==> src/rtl/lr_seq_ctrl_if.sv <==
// Handshake and control bundle between lr_seq_ctrl (master) and the datapath/top level (slave).
interface lr_seq_ctrl_if #(
   parameter int unsigned ADDR_W = 8
);
   logic              start;
   logic              abort;
   logic              div_done;
   logic              ready;
   logic              done;
   logic [ADDR_W-1:0] addr;
   logic              clr;
   logic              acc_en;
   logic [2:0]        op;
   logic              div_go;
   logic              ld_b1;
   logic              ld_b0;
   logic              err_en;

   modport master (
      input  start, abort, div_done,
      output ready, done, addr, clr, acc_en, op, div_go, ld_b1, ld_b0, err_en
   );

   modport slave (
      output start, abort, div_done,
      input  ready, done, addr, clr, acc_en, op, div_go, ld_b1, ld_b0, err_en
   );
endinterface

==> src/rtl/lr_seq_ctrl.sv <==
// Linear-regression sequencer: sample sweep, b1/b0 coefficient steps with divider handshake.
// Define LR_ERR_EN to add the residual-error sweep (ERR state, err_en).
module lr_seq_ctrl #(
   parameter int unsigned N_SAMPLES = 150,
   parameter int unsigned ADDR_W    = 8
) (
   input logic           clk,
   input logic           rst,
   lr_seq_ctrl_if.master bus
);
   localparam int unsigned OP_W = 3;
   localparam logic [ADDR_W-1:0] LAST_ADDR = ADDR_W'(N_SAMPLES - 1);

   localparam logic [OP_W-1:0] OP_NOP    = 3'd0;
   localparam logic [OP_W-1:0] OP_MUL_A  = 3'd1;
   localparam logic [OP_W-1:0] OP_SUB_A  = 3'd2;
   localparam logic [OP_W-1:0] OP_DIV_B1 = 3'd3;
   localparam logic [OP_W-1:0] OP_MUL_B  = 3'd4;
   localparam logic [OP_W-1:0] OP_SUB_B  = 3'd5;
   localparam logic [OP_W-1:0] OP_DIV_B0 = 3'd6;
`ifdef LR_ERR_EN
   localparam logic [OP_W-1:0] OP_ERR    = 3'd7;
`endif

   typedef enum logic [3:0] {
      S_IDLE,
      S_CLR,
      S_ACC,
      S_MUL,
      S_SUB,
      S_DIV1,
      S_DIV1_W,
      S_MULB,
      S_SUBB,
      S_DIV0,
      S_DIV0_W,
`ifdef LR_ERR_EN
      S_ERR,
`endif
      S_FIN
   } state_e;

   state_e            state_d, state_q;
   logic [ADDR_W-1:0] addr_d, addr_q;
   logic              ready_d, ready_q;
   logic              done_d, done_q;
   logic              clr_d, clr_q;
   logic              acc_en_d, acc_en_q;
   logic              div_go_d, div_go_q;
   logic [OP_W-1:0]   op_d, op_q;
   logic              sweep_c;
`ifdef LR_ERR_EN
   logic              err_en_d, err_en_q;
`endif

   // Next state; abort overrides every transition out of a non-idle state.
   always_comb begin
      state_d = state_q;
      case (state_q)
         S_IDLE:   if (bus.start) state_d = S_CLR;
         S_CLR:    state_d = S_ACC;
         S_ACC:    if (addr_q == LAST_ADDR) state_d = S_MUL;
         S_MUL:    state_d = S_SUB;
         S_SUB:    state_d = S_DIV1;
         S_DIV1:   state_d = S_DIV1_W;
         S_DIV1_W: if (bus.div_done) state_d = S_MULB;
         S_MULB:   state_d = S_SUBB;
         S_SUBB:   state_d = S_DIV0;
         S_DIV0:   state_d = S_DIV0_W;
`ifdef LR_ERR_EN
         S_DIV0_W: if (bus.div_done) state_d = S_ERR;
         S_ERR:    if (addr_q == LAST_ADDR) state_d = S_FIN;
`else
         S_DIV0_W: if (bus.div_done) state_d = S_FIN;
`endif
         S_FIN:    state_d = S_IDLE;
         default:  state_d = S_IDLE;
      endcase
      if (bus.abort && (state_q != S_IDLE)) state_d = S_IDLE;
   end

   // Sample index counts only while staying in a sweep state, otherwise returns to zero.
   always_comb begin
      sweep_c = (state_q == S_ACC);
`ifdef LR_ERR_EN
      sweep_c = sweep_c || (state_q == S_ERR);
`endif
      addr_d = (sweep_c && (state_d == state_q)) ? addr_q + ADDR_W'(1) : '0;
   end

   // Moore outputs decoded from the next state so the registers line up with the state.
   always_comb begin
      ready_d  = 1'b0;
      done_d   = 1'b0;
      clr_d    = 1'b0;
      acc_en_d = 1'b0;
      div_go_d = 1'b0;
      op_d     = OP_NOP;
`ifdef LR_ERR_EN
      err_en_d = 1'b0;
`endif
      case (state_d)
         S_IDLE:   ready_d = 1'b1;
         S_CLR:    clr_d = 1'b1;
         S_ACC:    acc_en_d = 1'b1;
         S_MUL:    op_d = OP_MUL_A;
         S_SUB:    op_d = OP_SUB_A;
         S_DIV1: begin
            op_d     = OP_DIV_B1;
            div_go_d = 1'b1;
         end
         S_DIV1_W: op_d = OP_DIV_B1;
         S_MULB:   op_d = OP_MUL_B;
         S_SUBB:   op_d = OP_SUB_B;
         S_DIV0: begin
            op_d     = OP_DIV_B0;
            div_go_d = 1'b1;
         end
         S_DIV0_W: op_d = OP_DIV_B0;
`ifdef LR_ERR_EN
         S_ERR: begin
            op_d     = OP_ERR;
            err_en_d = 1'b1;
         end
`endif
         S_FIN:    done_d = 1'b1;
         default:  ;
      endcase
   end

   always_ff @(posedge clk or posedge rst) begin
      if (rst) begin
         state_q  <= S_IDLE;
         addr_q   <= '0;
         ready_q  <= 1'b1;
         done_q   <= 1'b0;
         clr_q    <= 1'b0;
         acc_en_q <= 1'b0;
         div_go_q <= 1'b0;
         op_q     <= OP_NOP;
`ifdef LR_ERR_EN
         err_en_q <= 1'b0;
`endif
      end else begin
         state_q  <= state_d;
         addr_q   <= addr_d;
         ready_q  <= ready_d;
         done_q   <= done_d;
         clr_q    <= clr_d;
         acc_en_q <= acc_en_d;
         div_go_q <= div_go_d;
         op_q     <= op_d;
`ifdef LR_ERR_EN
         err_en_q <= err_en_d;
`endif
      end
   end

   assign bus.ready  = ready_q;
   assign bus.done   = done_q;
   assign bus.addr   = addr_q;
   assign bus.clr    = clr_q;
   assign bus.acc_en = acc_en_q;
   assign bus.op     = op_q;
   assign bus.div_go = div_go_q;
`ifdef LR_ERR_EN
   assign bus.err_en = err_en_q;
`else
   assign bus.err_en = 1'b0;
`endif

   // Coefficient loads follow div_done in the same cycle; an abort suppresses them.
   assign bus.ld_b1 = (state_q == S_DIV1_W) && bus.div_done && !bus.abort;
   assign bus.ld_b0 = (state_q == S_DIV0_W) && bus.div_done && !bus.abort;
endmodule

==> src/flat_wrapper.sv <==
// flat-port wrapper written by rule: the top's interface ports become plain ports
module lr_seq_ctrl_flat 
#(
   parameter int unsigned N_SAMPLES = 150,
   parameter int unsigned ADDR_W    = 8
)
  (clk, rst, bus_start, bus_abort, bus_div_done, bus_ready, bus_done, bus_addr, bus_clr, bus_acc_en, bus_op, bus_div_go, bus_ld_b1, bus_ld_b0, bus_err_en);
  lr_seq_ctrl_if #(.ADDR_W(ADDR_W)) bus_i ();
  input logic clk;
  input logic rst;
  input wire logic [$bits(bus_i.start)-1:0] bus_start;
  input wire logic [$bits(bus_i.abort)-1:0] bus_abort;
  input wire logic [$bits(bus_i.div_done)-1:0] bus_div_done;
  output wire logic [$bits(bus_i.ready)-1:0] bus_ready;
  output wire logic [$bits(bus_i.done)-1:0] bus_done;
  output wire logic [$bits(bus_i.addr)-1:0] bus_addr;
  output wire logic [$bits(bus_i.clr)-1:0] bus_clr;
  output wire logic [$bits(bus_i.acc_en)-1:0] bus_acc_en;
  output wire logic [$bits(bus_i.op)-1:0] bus_op;
  output wire logic [$bits(bus_i.div_go)-1:0] bus_div_go;
  output wire logic [$bits(bus_i.ld_b1)-1:0] bus_ld_b1;
  output wire logic [$bits(bus_i.ld_b0)-1:0] bus_ld_b0;
  output wire logic [$bits(bus_i.err_en)-1:0] bus_err_en;
  assign bus_i.start = bus_start;
  assign bus_i.abort = bus_abort;
  assign bus_i.div_done = bus_div_done;
  assign bus_ready = bus_i.ready;
  assign bus_done = bus_i.done;
  assign bus_addr = bus_i.addr;
  assign bus_clr = bus_i.clr;
  assign bus_acc_en = bus_i.acc_en;
  assign bus_op = bus_i.op;
  assign bus_div_go = bus_i.div_go;
  assign bus_ld_b1 = bus_i.ld_b1;
  assign bus_ld_b0 = bus_i.ld_b0;
  assign bus_err_en = bus_i.err_en;
  lr_seq_ctrl #(.N_SAMPLES(N_SAMPLES), .ADDR_W(ADDR_W)) u_core (.clk(clk), .rst(rst), .bus(bus_i));
endmodule
==> config.mk <==
export PLATFORM = sky130hd
export DESIGN_NAME = lr_seq_ctrl_flat
export DESIGN_NICKNAME = d
export VERILOG_FILES = /design/src/rtl/lr_seq_ctrl_if.sv /design/src/rtl/lr_seq_ctrl.sv /design/src/flat_wrapper.sv
export SDC_FILE = /design/constraint.sdc
export NUM_CORES = 1
export LEC_CHECK = 0
export CAP_MARGIN = 10
export CORE_ASPECT_RATIO = 0.9
export CORE_MARGIN = 5
export CORE_UTILIZATION = 45
export DETAILED_ROUTE_END_ITERATION = 6
export GPL_TIMING_DRIVEN = 1
export PLACE_DENSITY = 0.73
export SYNTH_ARGS = -nofsm -noshare
export SYNTH_HDL_FRONTEND = slang
export SYNTH_SLANG_ARGS = --single-unit
==> constraint.sdc <==
create_clock -name clk -period 1.7 [get_ports clk]
set_input_delay 0.17 -clock clk [delete_from_list [all_inputs] [get_ports clk]]
set_output_delay 0.17 -clock clk [all_outputs]
set_load 0.01 [all_outputs]
==> run summary <==
Maximum fanout along the worst path - 5
CP arrival - 1.68 ns
Post-DP HPWL - 2150 um
Worst Hold Class - primary input to async pin
Mapped Area - 0.00107 mm^2
Post-Route WL - 2800 um
Fin crit share - 109%
DRT iter0 DRCs - 27
Avg Cell Area, Syn - 9.88 um^2
Max_cap viols - 0
Synthesized Nets - 115
Flops & latches, synth - 20
Post-route design area - 0.00164 mm^2
Nets@finish - 171
Non-Filler Instances - 190
First-pass GRT wire length - 4800 um
Final max-slew violation count - 0
CP Cell Sequence - nor2b_4 > a2111o_1 > a211oi_2 > buf_2
Leakage power - 0.729 nW
# placed instances - 178
Fin. Hold Viols - 0
CTS Buf Count - 3
Post-Synth XOR/XNOR Area - 3.28%
Sequential cell area fraction in the yosys report - 47.0%
WL per Instance - 14.7 um
Die height - 56.2 um
Syn Inst Count - 108
All-Layer GR Usage - 18.2%
Largest net degree at the start of global routing - 14
Synth async-reset ratio - 100%
Final antenna-violating net count - 0
Die footprint - 0.00345 mm^2
Clk root buf - clkbuf_4
Pre-antenna DRT Iters - 4
Compound-Gate Fraction of Synth Area - 16.6%
Fmax - 542 MHz
CP max stage delay - 0.45 ns
Synth warn - 0
Row cnt - 16
Worst Skew - 0.00835 ns
Worst VDD drop - 0.779 mV
Sink Count - 20
CP Capture Type - output port
Final worst slack - -0.145 ns
CP Launch Type - flop
Tmin final - 1.85 ns
EDFF count, synth - 0
WHS - 0.0955 ns
Top FF cell, synth - dfrtp_1
Vias/cell - 5.38
Failing checks - negative setup slack
Layout area overhead - 53.5%
H-tree depth - 1
Status - finished with violations
Initial Util - 48.0%
Most frequent cells in the layout - buf_4 (30), clkdlybuf4s50_1 (20), dfrtp_1 (17), nor2_1 (7)
Die Span X - 61.3 um
Commonest non-fill, non-tap cell in the layout - buf_4
GPL Wtd Cong - 0.893
Initial antenna violation count - 0
Netlist cell types - 42
Number of inserted diodes - 0
GR Overflow Total - 0
Clk buf depth - 2
Clk Latency, worst-skew pair - 0.31 ns
RSZ-0062 raised after global routing - yes
Adder-Cell Fraction of Synth Area - 2.34%
Path depth of the worst reg2reg path - 6
Share of post-route cells with drive strength above 1 - 38.0%
DP Area - 0.00149 mm^2
Worst path slowest cell - dfrtp_2
Mux contribution to synthesized area - 0.938%
Vias - 1023
Final setup viols - 3
TritonCTS clock tree - done
Boundary pin count - 24
Clk slew on worst S/H paths - 0.11 ns
Crit path required time - 1.53 ns
PortBufs - 22
Place WS - -0.412 ns
Pwr per Cell Area - 990 mW/mm^2
Vias in the first global route - 1026
Kind of critical path - flop to output port
Synth Area in Simple Gates - 24.9%
Core area - 0.00222 mm^2
DRC - 0
Main combinational cell family by area after synthesis - simple AND/OR/NAND/NOR gates
==> area by class of cell <==
type / count / area (um^2)
multi-input cells: 77 / 563
well taps: 27 / 33.8
inverters: 5 / 18.8
repair buffers: 57 / 492
clock buffers: 4 / 26.3
fillers: 167 / 584
flip-flops and latches: 20 / 504
==> sequential cells by signal, summed over array words and instances (netlist names) <==
register / cells
u_core.bus.addr: 8
u_core.bus.ready: 1
u_core.state_q: 4
u_core.bus.done: 1
u_core.bus.div_go: 1
u_core.bus.clr: 1
u_core.bus.op: 3
u_core.bus.acc_en: 1
==> worst paths after layout <==
check                                   start            endpoint  slack, ns
setup reg to reg            u_core.state_q[1]  u_core.bus.addr[5]          0
max in group asynchronous                 rst   u_core.state_q[1]       1.14
setup / recovery            u_core.state_q[1]           bus_ld_b1      -0.15
hold reg to reg            u_core.bus.addr[0]  u_core.bus.addr[0]       0.58
hold / removal                            rst   u_core.bus.div_go        0.1
min in group clk                    bus_start      u_core.bus.clr       0.50
==> repair_timing <==
action,4_1_cts,5_1_grt
setup buffers,6,2
setup endpoints to repair,4,11
pin swaps,4,7
resized for setup,18,8
hold buffers,0,0
==> through the flow <==
| step | TNS (ns) | total power, mW | util (%) |
|---|---|---|---|
| after floorplan | 0 | 0.923 | - |
| after global placement | -0.589 | 1.22 | 67.2 |
| after detailed placement | -0.620 | 1.22 | 67.2 |
| after CTS | -0.147 | 1.59 | 71.9 |
| after global routing | -0.692 | 1.74 | 73.7 |
| final | -0.220 | 1.62 | 73.7 |
==> report_power, final <==
group          leakage [nW]  switching [mW]  total, mW  internal (mW)
combinational         0.445           0.348      0.794          0.446
clock                0.0150           0.138      0.229         0.0917
sequential            0.269          0.0423      0.597          0.555
total                 0.729           0.528       1.62           1.09
==> worst max-delay path, delay by kind of cell (launching register included) <==
family | cells | cell delay [ns]
compound gates | 2 | 0.63
buf+inv | 1 | 0.16
flops | 1 | 0.45
simple gates | 1 | 0.13
==> kinds of logic after synthesis <==
| logic type | Yosys count |
|---|---|
| simple gates | 46 |
| compound gates | 23 |
| flops | 20 |
| buf+inv | 11 |
| xor+xnor | 4 |
| fa+ha+maj | 2 |
| other cells | 1 |
| mux | 1 |
==> layer usage <==
layer  global-route usage, %  share of wire, %  vias to the layer above
li1                        -                 -                      491
met1                    24.4                43                      497
met2                    29.3                49                       30
met3                    4.87               6.7                        5
met4                    3.64              0.86                        0
met5                       0                 0                        -
==> synthesized netlist by cell type, types with 3 or more instances <==
| master | count | share of area [%] |
|---|---|---|
| dfrtp_1 | 19 | 45 |
| nor2_1 | 10 | 3.5 |
| nand2_1 | 6 | 2.1 |
| nand3_1 | 6 | 2.8 |
| o21ai_0 | 6 | 2.8 |
| a21oi_1 | 5 | 2.3 |
| inv_1 | 5 | 1.8 |
| nor2b_1 | 4 | 2.3 |
| a21oi_2 | 3 | 2.5 |
| clkbuf_1 | 3 | 1.1 |
| or3_1 | 3 | 1.8 |
(Power assumes the default switching activity.)
